==> config.mk <==
export PLATFORM = sky130hd
export DESIGN_NAME = viterbi_decoder_hd
export DESIGN_NICKNAME = d
export VERILOG_FILES = /design/src/rtl/viterbi_decoder_hd.sv
export SDC_FILE = /design/constraint.sdc
export NUM_CORES = 2
export LEC_CHECK = 0
export CORE_MARGIN = 2
export CORE_UTILIZATION = 45
export CTS_CLUSTER_DIAMETER = 80
export CTS_CLUSTER_SIZE = 12
export DETAILED_ROUTE_END_ITERATION = 10
export DONT_BUFFER_PORTS = 1
export SETUP_SLACK_MARGIN = 0.05
export SYNTH_ARGS = -nofsm -noshare
export SYNTH_HDL_FRONTEND = slang
export SYNTH_SLANG_ARGS = --single-unit
export TNS_END_PERCENT = 10
==> constraint.sdc <==
create_clock -name clk -period 54.3 [get_ports clk]
set_input_delay 5.43 -clock clk [delete_from_list [all_inputs] [get_ports clk]]
set_output_delay 5.43 -clock clk [all_outputs]
set_load 0.1 [all_outputs]
==> src/rtl/viterbi_decoder_hd.sv <==
// Hard-decision rate-1/2 Viterbi decoder: full-parallel ACS over all 2^(K-1) states,
// register-exchange survivors, one decoded bit D symbols after its symbol arrives.
module viterbi_decoder_hd #(
    parameter int           K      = 5,
    parameter logic [7:0]   G0_OCT = 8'o35,
    parameter logic [7:0]   G1_OCT = 8'o23,
    parameter int           D      = 32,
    parameter int           W      = 8
) (
    input  logic           clk,
    input  logic           rst,
    input  logic           seed_load,
    input  logic [K-2:0]   seed_value,
    input  logic           in_valid,
    input  logic [1:0]     in_sym,
    output logic           out_valid,
    output logic           out_bit
);

    localparam int M  = K - 1;
    localparam int S  = 1 << M;
    localparam int CW = $clog2(D + 1);

    localparam logic [K-1:0] G0_MASK = G0_OCT[K-1:0];
    localparam logic [K-1:0] G1_MASK = G1_OCT[K-1:0];
    localparam logic [W-1:0] PM_MAX  = {W{1'b1}};
    localparam logic [W-1:0] PM_INIT = W'(4 * K);

    logic [W-1:0]   r_pm   [S];
    logic [D-2:0]   r_surv [S];
    logic [CW-1:0]  r_cnt;
    logic           r_out_valid;
    logic           r_out_bit;

    logic [W-1:0]   w_pm_new   [S];
    logic [W-1:0]   w_pm_norm  [S];
    logic [D-1:0]   w_surv_new [S];
    logic [W-1:0]   w_min;
    logic [M-1:0]   w_best;
    logic           w_lt;
    logic           w_eligible;
    logic           w_cand;
    logic [CW-1:0]  w_cnt_next;

    function automatic logic [1:0] exp_sym(input logic [K-1:0] r);
        return {^(r & G0_MASK), ^(r & G1_MASK)};
    endfunction

    function automatic logic [1:0] hamming(input logic [1:0] a, input logic [1:0] b);
        logic [1:0] x;
        x = a ^ b;
        return {1'b0, x[1]} + {1'b0, x[0]};
    endfunction

    function automatic logic [W-1:0] sat_add(input logic [W-1:0] pm, input logic [1:0] bm);
        logic [W:0] s;
        s = {1'b0, pm} + {{(W-1){1'b0}}, bm};
        return s[W] ? PM_MAX : s[W-1:0];
    endfunction

    // Per-state add-compare-select; predecessor p0 wins ties.
    for (genvar n = 0; n < S; n++) begin : g_acs
        localparam logic [M-1:0] NS = M'(n);
        localparam logic [M-1:0] P0 = {NS[M-2:0], 1'b0};
        localparam logic [M-1:0] P1 = {NS[M-2:0], 1'b1};

        logic [W-1:0] w_c0;
        logic [W-1:0] w_c1;
        logic         w_sel1;

        assign w_c0   = sat_add(r_pm[P0], hamming(in_sym, exp_sym({NS[M-1], P0})));
        assign w_c1   = sat_add(r_pm[P1], hamming(in_sym, exp_sym({NS[M-1], P1})));
        assign w_sel1 = (w_c1 < w_c0);

        assign w_pm_new[n]   = w_sel1 ? w_c1 : w_c0;
        assign w_surv_new[n] = w_sel1 ? {r_surv[P1], NS[M-1]} : {r_surv[P0], NS[M-1]};
        assign w_pm_norm[n]  = w_pm_new[n] - w_min;
    end

    // Minimum metric and lowest-index state holding it.
    always_comb begin
        w_min  = w_pm_new[0];
        w_best = '0;
        w_lt   = 1'b0;
        for (int n = 1; n < S; n++) begin
            w_lt   = (w_pm_new[n] < w_min);
            w_best = w_lt ? M'(n) : w_best;
            w_min  = w_lt ? w_pm_new[n] : w_min;
        end
    end

    // Output candidate, eligibility and saturating fill count.
    always_comb begin
        w_cand     = w_surv_new[w_best][D-1];
        w_eligible = (r_cnt >= CW'(D - 1));
        w_cnt_next = (r_cnt == CW'(D)) ? r_cnt : r_cnt + CW'(1);
    end

    // Trellis state, survivors, fill counter and registered outputs.
    always_ff @(posedge clk) begin
        if (rst) begin
            for (int n = 0; n < S; n++) begin
                r_pm[n]   <= (n == 0) ? {W{1'b0}} : PM_INIT;
                r_surv[n] <= '0;
            end
            r_cnt       <= '0;
            r_out_valid <= 1'b0;
            r_out_bit   <= 1'b0;
        end else if (seed_load) begin
            for (int n = 0; n < S; n++) begin
                r_pm[n]   <= (M'(n) == seed_value) ? {W{1'b0}} : PM_INIT;
                r_surv[n] <= '0;
            end
            r_cnt       <= '0;
            r_out_valid <= 1'b0;
        end else if (in_valid) begin
            for (int n = 0; n < S; n++) begin
                r_pm[n]   <= w_pm_norm[n];
                r_surv[n] <= w_surv_new[n][D-2:0];
            end
            r_cnt       <= w_cnt_next;
            r_out_valid <= w_eligible;
            if (w_eligible) begin
                r_out_bit <= w_cand;
            end else begin
                r_out_bit <= r_out_bit;
            end
        end else begin
            r_out_valid <= 1'b0;
        end
    end

    assign out_valid = r_out_valid;
    assign out_bit   = r_out_bit;

endmodule
==> Implementation_results.wiki <==
{| class="wikitable"
! Metric !! Value
|-
| Result of the run || complete, no violations
|-
| Synth Area in XOR/XNOR || 0.0427
|-
| Overall routed net length || 151,000 µm
|-
| Standard-cell rows || 118
|-
| Initial core utilization || 0.452
|-
| Clock latency of the later-clocked register in the worst-skew pair || 700 ps
|-
| Synthesized netlist cell count || ~5,100
|-
| Arr. time, crit path || roughly 47,000 ps
|-
| Hold Fails Final Rpt || 0
|-
| Vias per inst || about 6
|-
| WL per Instance || 23.5 µm
|-
| Timing-limited maximum frequency || 21.6 MHz
|-
| Post-synth net total || roughly 5,400
|-
| Clock sink total || 593
|-
| Count of flip-flops with a built-in enable after synthesis || between 500 and 600
|-
| Number of instances resized during post-cts repair || 0
|-
| Worst hold path class || reg -> reg
|-
| Delay contributed by the slowest stage of the critical path || approximately 820 ps
|-
| Number of antenna-violating nets in the routed design || 0
|-
| Vertical extent of the die || 326 µm
|-
| Global-route total usage across every layer || 0.277
|-
| Clock input transition at the sequential cells of the worst setup and hold paths || about 70 ps
|-
| Top fanout value on the critical path || 36
|-
| Number of max-capacitance violations reported || 0
|-
| Wire length of the first global-routing pass || 227,000 µm
|-
| Number of antenna cells inserted || 0
|-
| Part of the Yosys area used for sequential elements || 0.373
|-
| Leading cell types by total area after synthesis || edfxtp_1 35%, mux2i_1 11%, ha_1 7.8%, nor2_1 6.0%, nand2_1 4.0%
|-
| Syn. warnings || 0
|-
| Number of antenna violations at the first check in global routing || 3
|-
| Number of ports placed on the die boundary || 12
|-
| Crit end category || register
|-
| Kind of critical path || in -> reg
|-
| Ranking of synthesized cells by instance count || 747 x nor2_1, 551 x edfxtp_1, 499 x nand2_1, 490 x mux2i_1, 337 x a21oi_1
|-
| Setup clock skew after layout || between 30 and 40 ps
|-
| Clock tree from TritonCTS || done
|-
| Share of post-route cells with drive strength above 1 || 0.0645
|-
| Filler Cell Count || roughly 9,800
|-
| Via count of the first global-routing pass || 36,900
|-
| Std-Cell Core Area || 0.103 mm²
|-
| TritonCTS Buffers || slightly above 60
|-
| Number of buffers inserted by port buffering || 0
|-
| Type of origin of the critical path || input pin
|-
| Hold bufs inserted after CTS || 0
|-
| Length of the first detailed-routing pass in iterations || 6
|-
| Count of different cell masters after synthesis || 111
|-
| Crit share post-route || 0.854
|-
| Min cycle time layout || 46,370 ps
|-
| Placed cell count || ~6,300
|-
| Final std cells w/o fill || 6,436
|-
| HPWL after detailed placement || between 100,000 and 150,000 µm
|-
| Post-synthesis instance area || about 0.047 mm²
|-
| Post-synthesis sequential element count || between 500 and 600
|-
| DRC viols || 0
|-
| Worst-case headroom to the max-slew limit || 0.145
|-
| Routability congestion estimate from global placement || roughly 0.99
|-
| Number of levels the H-tree was split into || 2
|-
| Horizontal extent of the die || around 330 µm
|-
| Endpoint required time on the critical path || 54,720 ps
|-
| DRC marker count from the first detailed-route iteration || 3,495
|-
| RSZ-0062 raised after global routing || false
|-
| Buffers inserted by post-CTS timing repair || 0
|-
| Final number of max-transition violations || 0
|-
| Full die area || 0.106 mm²
|-
| Number of failing setup endpoints in the final timing report || 0
|-
| Accumulated negative setup slack || 0 ps
|-
| Total congestion overflow || 0
|-
| Pin count of the biggest net entering global routing || around 220
|-
| Layout net count || between 5,000 and 6,000
|-
| Most frequent CP cell || ha_1
|-
| Arithmetic-cell share of the synthesized area counting full adders, half adders and majority gates || 0.0912
|-
| Synth Area per Inst || between 9 and 10 µm²
|-
| Slew at the pin closest to its max-slew limit || around 1300 ps
|-
| Compound-gate portion of the synthesized area || 0.155
|-
| Clock root buffer || clkbuf_16
|-
| Portion of netlist area occupied by mux cells || 0.121
|-
| Simple-Gate Fraction of Synth Area || 0.176
|-
| Top-area cell type share of the netlist area || 0.355
|-
| Most frequently used flop master after synthesis || edfxtp_1
|-
| Clk buf depth || 3
|-
| Layout Utilization || 0.484
|-
| Yosys top cell by area || edfxtp_1
|-
| Dominant combinational cell family by area after synthesis || simple AND/OR/NAND/NOR gates
|-
| Synth-to-layout area growth || 7.00%
|-
| Number of vias in the routed layout || 38,600
|-
| Hold slack final || about 480 ps
|-
| Share of async-settable or async-resettable flops after synthesis || 0
|-
| Critical Path Slowest Stage Cell || a211oi_2
|-
| Most common cell in the synthesized netlist || nor2_1
|}
worst max-delay path: cells and delay by family:
kind	cells	cell delay, ps
AOI/OAI and AO/OA	75	18380
xor gates and xnor gates	1	180
adders and majority gates	22	7380
buffers and inverters	6	1500
muxes	12	5190
and+or+nand+nor	48	8680
through the flow:
stage	setup slack (ps)	area, µm²
3_3_place_gp	8560	48000
2_1_floorplan	13700	46600
3_5_place_dp	7930	48000
6_report	7930	49900
5_1_grt	4800	49900
4_1_cts	8560	49900
layer usage:
layer | GRT usage | share of wire | wire length (µm) | vias up
li1 | - | - | - | 18300
met1 | 0.373 | 0.44 | 66200 | 18700
met2 | 0.456 | 0.46 | 69300 | 1285
met3 | 0.0320 | 0.057 | 8680 | 302
met4 | 0.111 | 0.045 | 6860 | 0
met5 | 0 | 0 | 0 | -
cell type report:
cell class / instances / area (µm²) / area share
timing repair buffer: 79 / 606 / 0.0121
tap: 1380 / 1730 / 0.0346
clock buffer: 103 / 1720 / 0.0344
inverter: 204 / 782 / 0.0157
clock inverter: 12 / 155 / 0.00311
sequential: 593 / 17400 / 0.349
multi-input combinational: 4065 / 27500 / 0.551
state kept, by name (all words and copies together) (netlist names):
name / cells
r_surv: 457
r_pm: 128
out_bit: 1
out_valid: 1
r_cnt: 6
cell usage in the layout, fill, tap and decap left out, types with 39 or more instances in the layout:
cell,count
a21oi_1,332
dfxtp_1,42
nand3_1,92
mux2i_1,488
mux2_2,57
a21o_1,76
edfxtp_1,551
nand4_1,39
o21ai_0,239
clkbuf_1,40
xnor2_1,148
nor3_1,61
ha_1,292
o211ai_1,40
buf_4,78
and3_1,113
nor2_1,745
maj3_1,53
xor2_1,79
o21a_1,58
nor2b_1,66
a211oi_1,64
inv_1,199
nand2b_1,65
nand2_1,496
clkbuf_16,62
final timing paths:
kind                start            to  slack (ps)  cells past startpoint
min          r_surv[1][0]  r_surv[1][0]         480                      2
max             in_sym[0]   r_pm[0][29]        7930                    164
min reg2reg  r_surv[1][0]  r_surv[1][0]         480                      2
max reg2reg    r_pm[0][0]   r_pm[0][29]       13320                    163
cell families after synthesis:
kind of cell / Yosys count
and+or+nand+nor: 1820
DFF: 593
xor gates and xnor gates: 227
AOI/OAI and AO/OA: 1112
adders and majority gates: 351
muxes: 555
buffers and inverters: 484
Power is left out: the tool's default activity adds up to more than one toggle a clock period on the data nets, which glitch-free logic cannot reach.
